<file path="config.mk">
export PLATFORM = sky130hd
export DESIGN_NAME = fnd_scan_controller
export DESIGN_NICKNAME = d
export VERILOG_FILES = /design/src/rtl/fnd_pkg.sv /design/src/rtl/fnd_seg_decoder.sv /design/src/rtl/fnd_scan_controller.sv
export SDC_FILE = /design/constraint.sdc
export NUM_CORES = 1
export LEC_CHECK = 0
export BUFFER_PORTS_ARGS = -buffer_cell sky130_fd_sc_hd__buf_4
export CAP_MARGIN = 30
export CORE_AREA = 2 2 86 88
export DETAILED_ROUTE_END_ITERATION = 7
export DIE_AREA = 0 0 88 90
export PLACE_DENSITY = 0.8
export SETUP_SLACK_MARGIN = 0.5
export SLEW_MARGIN = 20
export SYNTH_ARGS = -nofsm -noshare
export SYNTH_HDL_FRONTEND = slang
export SYNTH_SLANG_ARGS = --single-unit
</file>
<file path="constraint.sdc">
create_clock -name i_clk -period 3.4 [get_ports i_clk]
set_input_delay 0.34 -clock i_clk [delete_from_list [all_inputs] [get_ports i_clk]]
set_output_delay 0.34 -clock i_clk [all_outputs]
set_load 0.03 [all_outputs]
</file>
<file path="src/rtl/fnd_pkg.sv">
// Shared definitions for the 4-digit FND scan controller: active-low segment
// glyphs ({dp,g,f,e,d,c,b,a}), scan state encoding and the digit count.
package fnd_pkg;

    localparam int FND_DIGITS = 4;

    localparam logic [7:0] SEG_0   = 8'hC0;
    localparam logic [7:0] SEG_1   = 8'hF9;
    localparam logic [7:0] SEG_2   = 8'hA4;
    localparam logic [7:0] SEG_3   = 8'hB0;
    localparam logic [7:0] SEG_4   = 8'h99;
    localparam logic [7:0] SEG_5   = 8'h92;
    localparam logic [7:0] SEG_6   = 8'h82;
    localparam logic [7:0] SEG_7   = 8'hF8;
    localparam logic [7:0] SEG_8   = 8'h80;
    localparam logic [7:0] SEG_9   = 8'h90;
    localparam logic [7:0] SEG_A   = 8'h88;
    localparam logic [7:0] SEG_B   = 8'h83;
    localparam logic [7:0] SEG_C   = 8'hC6;
    localparam logic [7:0] SEG_D   = 8'hA1;
    localparam logic [7:0] SEG_E   = 8'h86;
    localparam logic [7:0] SEG_F   = 8'h8E;
    localparam logic [7:0] SEG_OFF = 8'hFF;

    typedef enum logic {
        ST_BLANK = 1'b0,
        ST_SHOW  = 1'b1
    } fnd_state_e;

    // Glyph lookup; bit 7 (dp) is always 1 (off) here and is applied by the caller.
    function automatic logic [7:0] hex_glyph(input logic [3:0] hex);
        logic [7:0] g;
        case (hex)
            4'h0:    g = SEG_0;
            4'h1:    g = SEG_1;
            4'h2:    g = SEG_2;
            4'h3:    g = SEG_3;
            4'h4:    g = SEG_4;
            4'h5:    g = SEG_5;
            4'h6:    g = SEG_6;
            4'h7:    g = SEG_7;
            4'h8:    g = SEG_8;
            4'h9:    g = SEG_9;
            4'hA:    g = SEG_A;
            4'hB:    g = SEG_B;
            4'hC:    g = SEG_C;
            4'hD:    g = SEG_D;
            4'hE:    g = SEG_E;
            default: g = SEG_F;
        endcase
        return g;
    endfunction

endpackage

</file>
<file path="src/rtl/fnd_seg_decoder.sv">
// Combinational hex + decimal point to active-low 7-segment pattern.
module fnd_seg_decoder
    import fnd_pkg::*;
(
    input  logic [3:0] i_hex,
    input  logic       i_dp,
    output logic [7:0] o_seg
);

    logic [7:0] glyph;

    // Look up the glyph and overlay the active-low decimal point.
    always_comb begin
        glyph = hex_glyph(i_hex);
        o_seg = {~i_dp, glyph[6:0]};
    end

endmodule

</file>
<file path="src/rtl/fnd_scan_controller.sv">
// Time-multiplexed 4-digit FND scanner with inter-digit blanking and
// frame-aligned commit of new display values.
// Optional build macro LEADING_ZERO_BLANK_EN: suppress leading zero digits
// (3, 2, 1) while they and every higher digit are zero; digit 0 always shows.
//
// state    | meaning
// ---------+----------------------------------------------------------------
// ST_BLANK | all digits off (o_En=1), counter 0..BLANK_CYCLES-1
// ST_SHOW  | selected digit lit (o_En=0), counter BLANK_CYCLES..SCAN_DIV-1
module fnd_scan_controller
    import fnd_pkg::*;
#(
    parameter int SCAN_DIV     = 100000,
    parameter int BLANK_CYCLES = 1000,
    parameter int CNT_W        = 17
) (
    input  logic        i_clk,
    input  logic        i_reset,
    input  logic        i_run,
    input  logic        i_load,
    input  logic [15:0] i_value,
    input  logic [3:0]  i_dp,
    output logic [1:0]  o_DigitSelect,
    output logic        o_En,
    output logic [7:0]  o_seg,
    output logic        o_frame_done
);

    localparam logic [CNT_W-1:0] BLANK_LAST = CNT_W'(BLANK_CYCLES - 1);
    localparam logic [CNT_W-1:0] SLOT_LAST  = CNT_W'(SCAN_DIV - 1);
    localparam logic [1:0]       LAST_DIGIT = 2'(FND_DIGITS - 1);

    fnd_state_e       state, state_nxt;
    logic [CNT_W-1:0] cnt, cnt_nxt;
    logic [1:0]       digit_nxt;
    logic             en_nxt;
    logic             frame_done_nxt;
    logic [7:0]       seg_nxt;
    logic             seg_update;
    logic             commit;

    logic [15:0]      pend_value, pend_value_nxt;
    logic [3:0]       pend_dp, pend_dp_nxt;
    logic             pend_valid, pend_valid_nxt;
    logic [15:0]      disp_value, disp_value_nxt;
    logic [3:0]       disp_dp, disp_dp_nxt;

    logic [3:0]       dec_hex;
    logic             dec_dp;
    logic [7:0]       dec_seg;
    logic [7:0]       seg_pat;

    // Slot timing and digit sequencing; a stop parks the scanner on digit 0 blank.
    always_comb begin
        state_nxt      = state;
        cnt_nxt        = cnt;
        digit_nxt      = o_DigitSelect;
        en_nxt         = o_En;
        frame_done_nxt = 1'b0;
        seg_update     = 1'b0;
        commit         = 1'b0;
        if (!i_run) begin
            state_nxt  = ST_BLANK;
            cnt_nxt    = '0;
            digit_nxt  = 2'd0;
            en_nxt     = 1'b1;
            seg_update = 1'b1;
            commit     = 1'b1;
        end else begin
            case (state)
                ST_BLANK: begin
                    cnt_nxt = cnt + CNT_W'(1);
                    if (cnt == BLANK_LAST) begin
                        state_nxt = ST_SHOW;
                        en_nxt    = 1'b0;
                    end
                end
                ST_SHOW: begin
                    if (cnt == SLOT_LAST) begin
                        cnt_nxt    = '0;
                        digit_nxt  = o_DigitSelect + 2'd1;
                        state_nxt  = ST_BLANK;
                        en_nxt     = 1'b1;
                        seg_update = 1'b1;
                        if (o_DigitSelect == LAST_DIGIT) begin
                            commit         = 1'b1;
                            frame_done_nxt = 1'b1;
                        end
                    end else begin
                        cnt_nxt = cnt + CNT_W'(1);
                    end
                end
                default: begin
                    state_nxt = ST_BLANK;
                    cnt_nxt   = '0;
                    en_nxt    = 1'b1;
                end
            endcase
        end
    end

    // Pending/display value handling; a load on a commit cycle bypasses pending.
    always_comb begin
        pend_value_nxt = pend_value;
        pend_dp_nxt    = pend_dp;
        pend_valid_nxt = pend_valid;
        disp_value_nxt = disp_value;
        disp_dp_nxt    = disp_dp;
        if (commit) begin
            pend_valid_nxt = 1'b0;
            if (i_load) begin
                disp_value_nxt = i_value;
                disp_dp_nxt    = i_dp;
            end else if (pend_valid) begin
                disp_value_nxt = pend_value;
                disp_dp_nxt    = pend_dp;
            end
        end else if (i_load) begin
            pend_value_nxt = i_value;
            pend_dp_nxt    = i_dp;
            pend_valid_nxt = 1'b1;
        end
    end

    // Pick the nibble of the upcoming digit from the value that will be on display.
    always_comb begin
        case (digit_nxt)
            2'd0:    dec_hex = disp_value_nxt[3:0];
            2'd1:    dec_hex = disp_value_nxt[7:4];
            2'd2:    dec_hex = disp_value_nxt[11:8];
            default: dec_hex = disp_value_nxt[15:12];
        endcase
        dec_dp = disp_dp_nxt[digit_nxt];
    end

    fnd_seg_decoder u_seg_decoder (
        .i_hex (dec_hex),
        .i_dp  (dec_dp),
        .o_seg (dec_seg)
    );

`ifdef LEADING_ZERO_BLANK_EN
    logic lz_blank;

    // Blank a digit while it and all higher digits are zero; keep its dp.
    always_comb begin
        case (digit_nxt)
            2'd3:    lz_blank = (disp_value_nxt[15:12] == 4'h0);
            2'd2:    lz_blank = (disp_value_nxt[15:8]  == 8'h00);
            2'd1:    lz_blank = (disp_value_nxt[15:4]  == 12'h000);
            default: lz_blank = 1'b0;
        endcase
        seg_pat = lz_blank ? {~dec_dp, SEG_OFF[6:0]} : dec_seg;
    end
`else
    // Every digit shows its glyph.
    always_comb begin
        seg_pat = dec_seg;
    end
`endif

    // Segments only move when a new digit is selected (blank entry or stop).
    always_comb begin
        seg_nxt = seg_update ? seg_pat : o_seg;
    end

    // State, counter, value and output registers with synchronous reset.
    always_ff @(posedge i_clk) begin
        if (i_reset) begin
            state         <= ST_BLANK;
            cnt           <= '0;
            o_DigitSelect <= 2'd0;
            o_En          <= 1'b1;
            o_seg         <= SEG_OFF;
            o_frame_done  <= 1'b0;
            pend_value    <= '0;
            pend_dp       <= '0;
            pend_valid    <= 1'b0;
            disp_value    <= '0;
            disp_dp       <= '0;
        end else begin
            state         <= state_nxt;
            cnt           <= cnt_nxt;
            o_DigitSelect <= digit_nxt;
            o_En          <= en_nxt;
            o_seg         <= seg_nxt;
            o_frame_done  <= frame_done_nxt;
            pend_value    <= pend_value_nxt;
            pend_dp       <= pend_dp_nxt;
            pend_valid    <= pend_valid_nxt;
            disp_value    <= disp_value_nxt;
            disp_dp       <= disp_dp_nxt;
        end
    end

endmodule

</file>
After elaboration in Yosys (flattened, before gate mapping)
Memories as Yosys holds them, arrays and structs flattened. A register that Yosys moved wholly into a read port is not among the register bits.
Cells that the tools add are included.

cells by class
  bitwise operators = 4
  eq/ne operators = 7
  add/subtract/negate cells = 2
  $lt $le $gt $ge = 1
  multiplexer cells = 27
  reduce and logical (&&, ||, !) cells = 5

operators by type and width
  operator                                                                       count
  16-bit 2-to-1 mux                                                              3
  17-bit case mux with 2 select lines                                            1
  17-bit by 1-bit adder with 17-bit output (second input constant)               1
  17-bit by 10-bit == test with 1-bit output (second input constant)             1
  17-bit == test (second input constant)                                         1
  17-bit 2-to-1 mux                                                              1
  1-bit 2-to-1 mux                                                               12
  4-bit 2-to-1 mux                                                               3
  4-bit case mux with 3 select lines                                             1
  2-bit 2-to-1 mux                                                               3
  2-bit == test (second input constant)                                          2
  1-bit NOT                                                                      4
  1-bit case mux with 2 select lines                                             2
  2-bit AND reduction                                                            2
  2-bit OR reduction                                                             2
  2-bit by 3-bit less-than comparator with 1-bit output (second input constant)  1
  2-bit by 1-bit adder with 2-bit output (second input constant)                 1
  1-bit binary-select mux with 2-bit select                                      1
  2-bit by 1-bit == test with 1-bit output (second input constant)               1
  2-bit zero test                                                                1
  2-bit by 1-bit != test with 1-bit output (second input constant)               1
  2-bit != test (second input constant)                                          1

storage, ports and cells
  memories = 1
  bits in read-only memories = 112
  output and inout bits = 12
  bits in registers = 71
  input bits = 24

memories
  memory           depth  bits a word  read ports  clocked after Yosys merged registers in  wr ports  RTL line       text
  (no name shown)  16     7            1           1                                        0         fnd_pkg.sv:33  case (hex)

Longest topological paths before layout
  depth in word-level cells = 9
  depth in mapped cells = 16
  gate-level depth less buffers = 13

Hierarchy
Synthesis repeated with hierarchy kept, for this count alone.

second synthesis, totals
  cells, all modules = 488
  area total of the unflattened synthesis = 4,240.3 µm²

modules (own cells, without submodules)
  module               times used  area an instance (µm²)  cells each  sequential area each (µm²)
  fnd_scan_controller  1           3,988.8                 452         1,421.4
  fnd_seg_decoder      1           251.5                   36          0.0

Worst setup path before layout
Ideal clock, no wire load.

  kind = register -> register
  start = register cnt[0]
  end = register o_seg[3]
  data arrival time = 3.010 ns
  stages on the path, launching flop included = 14
  required time = 3.285 ns
  buffers on the path = 1
  setup slack = 0.275 ns
  path through = dfxtp_1 ha_1 and4_1 buf_4 nand2_1 nor2_2 mux2i_2 mux2i_1 mux2_2 ha_1 inv_1 mux4_2 nand2_1 nand2_1

on the way
  word-level cells in the longest chain between the ends = 6
  elaborated cells between the ends (all ways) = 15
  those cells by class = eq/ne (3); mux (11); reduce/logical (1)

RTL lines
  what                                                                RTL line                    text
  start: declaration                                                  fnd_scan_controller.sv:34   logic [CNT_W-1:0] cnt, cnt_nxt;
  start signal: assignment                                            fnd_scan_controller.sv:183  cnt <= cnt_nxt;
  17-bit == test (*)                                                  fnd_scan_controller.sv:79   if (cnt == SLOT_LAST) begin
  2-bit 2-to-1 mux or 1-bit 2-to-1 mux (tied branches) (2 in series)  --
  2-bit 2-to-1 mux or 1-bit 2-to-1 mux (tied branches)                fnd_scan_controller.sv:62   if (!i_run) begin
  2-bit == test, or another cell as far along                         fnd_scan_controller.sv:127  case (digit_nxt)
  4-bit case mux with 3 select lines                                  fnd_scan_controller.sv:127
  end: declaration                                                    fnd_scan_controller.sv:25   output logic [7:0] o_seg,

Mark *: on every way between the ends. The rest lies on a longest branch, timed or not.
A chain may end at the register's enable or synchronous reset.

Final worst setup path
  start = register cnt[1]
  end = register o_seg[3]

Same word-level chain as after synthesis.

==> results_dict.tcl <==
set metrics [dict create \
    outcome "complete, no violations" \
    num_vias 3656 \
    drtPass1Iterations 6 \
    die_area_sq_mm 0.00792 \
    synth_xor_area_frac 0.0366 \
    crit_path_max_incr_delay_ps 450 \
    drive_gt1_frac 0.253 \
    r2r-end "o_seg[3]" \
    synth_cells 460 \
    gp_congestion 0.858 \
    fmax_mhz 324 \
    postSynthAreaPerCell_sq_um 8.84 \
    synthTopCellsByArea "dfxtp_1 (35%), mux2i_1 (12%), nor2_1 (5.4%)" \
    tightestPinTransition_ps 775 \
    utilization 0.711 \
    clock_latency_ps 350 \
    slew_violations 0 \
    relSlewSlack 0.482 \
    min_path_type "in2reg" \
    fin_tns_setup_ps 0 \
    synth_top_family_by_area "simple AND/OR/NAND/NOR gates" \
    grt_pass1_vias 3469 \
    clkSinkCount 71 \
    post-dp-hpwl_mm 6.10 \
    die_h_microns 90 \
    hold_violations 0 \
    path_max_fanout 6 \
    wl_mm 10.3 \
    yosysSeqAreaShare 0.350 \
    synth_top_area_frac 0.350 \
    viasPerCell 5.93 \
    ys.flop_type "dfxtp_1" \
    areaGrowthSynthToFinish_pct 22.8 \
    final-setup-viol-count 0 \
    grt_use_total 0.259 \
    std_cell_rows 31 \
    synthSimpleGateAreaFrac 0.194 \
    core_area_sq_mm 0.00702 \
    p_leak_nw 2.05 \
    async_flop_share 0 \
    grt_max_degree 50 \
    path_cells "ha_4 > and4_4 > and3_4 > and4_4 > buf_12 > mux2i_2 > mux2i_1 > mux2_4 > ha_4 > inv_2 > mux4_2 > nand2_1 > nand2_1" \
    endpoint "o_seg[3]" \
    max_cap_viol_count 0 \
    die_x_microns 88 \
    peakVddDrop_uv 228 \
    crit_required_ps 3640 \
    filler_cell_count 515 \
    ys_types 56 \
    fin_crit_ps 3080 \
    antenna_cells 0 \
    synth_commonest_cells "dfxtp_1 (71), nor2_1 (58), mux2i_1 (47), a21oi_1 (41), nor2b_1 (29)" \
    ant_nets 0 \
    fin_crit_sh 0.907 \
    ys_seq_elements 71 \
    routedWlPerCell_microns 16.7 \
    syn_area_sq_mm 0.00407 \
    overflow 0 \
    cts_tree "done" \
    muxShareOfSynthArea 0.179 \
    io_buffers 35 \
    critPathLaunchType "flip-flop" \
    final_nets 545 \
    grt_pass1_wl_mm 16.3 \
    drc 0 \
    clockBufferDepth 2 \
    startpoint "cnt[1]" \
    worstPathArrival_ps 3330 \
    ys_warn_count 0 \
    root_buffer "clkbuf_8" \
    io_pins 36 \
    power_density_mw_per_mm2 419 \
    drtIter0Drc 230 \
    placedCellCount 575 \
    r2r_setup_slack_ps 320 \
    timing.rr.start "cnt[1]" \
    synth_compound_area_frac 0.172 \
    htree_levels 3 \
    yosysMostFrequentCell "dfxtp_1" \
    stdcell_count 617 \
    start_util 0.579 \
    numCtsBuffers 9 \
    fin_skew_ps 9.08 \
    path_clk_slew_ps 80 \
    r2r_cells 13 \
    rsz0062_at_grt "yes" \
    crit_slowest_cell "mux4_2" \
    power_mw 2.09 \
    path_class "reg2reg" \
    synth_edf_count 0 \
    antenna_found_initial 0 \
    crit_path_end_kind "flip-flop" \
    synth_area_leader_cell "dfxtp_1" \
    synth_adder_area_share 0.0246 \
    synth_fp_nets 492 \
]
[logic make-up (layout without fill, tap and decap cells)]
group / Yosys count / in the layout
adder cells (fa/ha/maj): 8 / 8
flip-flops: 71 / 71
AND/OR/NAND/NOR: 155 / 155
XOR/XNOR: 17 / 17
AO/OA/AOI/OAI: 106 / 106
buffers and inverters: 37 / 95
multiplexers: 66 / 66
[timing repair]
| action | CTS | global route |
|---|---|---|
| setup endpoints to repair | 7 | 7 |
| setup buffers | 22 | 3 |
| gates cloned | 1 | 0 |
| pin swaps | 6 | 7 |
| hold buffers | 0 | 0 |
| gates resized for setup | 21 | 6 |
[worst max-delay path: cells and delay by family (launching register included)]
kind / cells / cell delay, ps
flops: 1 / 360
buf+inv: 2 / 190
mux: 4 / 1110
fa+ha+maj: 2 / 430
simple gates: 5 / 870
[flip-flops by register name, indices dropped and copies added, names as in the netlist]
| register | flops |
|---|---|
| state | 1 |
| pend_value | 16 |
| pend_valid | 1 |
| pend_dp | 4 |
| o_frame_done | 1 |
| o_DigitSelect | 2 |
| cnt | 17 |
| o_seg | 8 |
| disp_value | 16 |
| disp_dp | 4 |
| o_En | 1 |
[metal layers]
metal,track usage,wire length [microns],vias up,part of all wire
li1,-,-,1749,-
met1,0.351,4580,1723,0.44
met2,0.407,4860,161,0.47
met3,0.0496,666,23,0.064
met5,0,0,-,0
met4,0.0936,229,0,0.022
[final cells by class]
class                   instances  area [sq um]  share of cell area
well taps                      99           124              0.0248
repair buffers                 70           581               0.116
clock buffers                  10           128              0.0256
clock inverters                 6           109              0.0218
multi-input cells             352          2590               0.519
flip-flops and latches         71          1430               0.285
inverters                       9          33.8             0.00677
[through the flow]
step / instance area [sq um] / worst slack [ps] / hold slack (ps)
2_1_floorplan: 4120 / 426 / 432
3_3_place_gp: 4430 / 243 / 439
3_5_place_dp: 4430 / 152 / 450
4_1_cts: 4950 / 404 / 225
5_1_grt: 4990 / 230 / 247
6_report: 4990 / 318 / 237
[where the power goes]
part / leakage, nW / internal, mW / switching, mW / total, mW
Sequential: 0.582 / 0.868 / 0.0256 / 0.894
Clock: 0.120 / 0.487 / 0.337 / 0.824
Combinational: 1.35 / 0.176 / 0.197 / 0.373
Total: 2.05 / 1.53 / 0.560 / 2.09
[how the worst min path moves through the flow]
stage / startpoint / to / slack (ps) / depth (start not counted)
floorplan: cnt[0] / cnt[0] / 430 / 1
global placement: o_En / o_En / 440 / 1
detailed placement: cnt[0] / cnt[0] / 450 / 1
CTS: i_dp[0] / pend_dp[0] / 230 / 3
global route: i_value[14] / pend_value[14] / 250 / 3
finish: i_dp[0] / pend_dp[0] / 240 / 3
[cell usage in the layout (no fill, tap or decap), types with 8 or more instances in the layout]
| cell | synthesis | final |
|---|---|---|
| a21oi_1 | 41 | 41 |
| a22o_1 | 16 | 16 |
| buf_4 | 1 | 62 |
| clkbuf_8 | 0 | 9 |
| dfxtp_1 | 71 | 68 |
| inv_1 | 9 | 8 |
| mux2_4 | 2 | 9 |
| mux2i_1 | 47 | 42 |
| nand2_1 | 25 | 24 |
| nand3_1 | 14 | 13 |
| nor2_1 | 58 | 58 |
| nor2b_1 | 29 | 29 |
| o21ai_0 | 14 | 14 |
| xor2_1 | 10 | 10 |
Note: power is estimated with default switching activity, not from simulation.
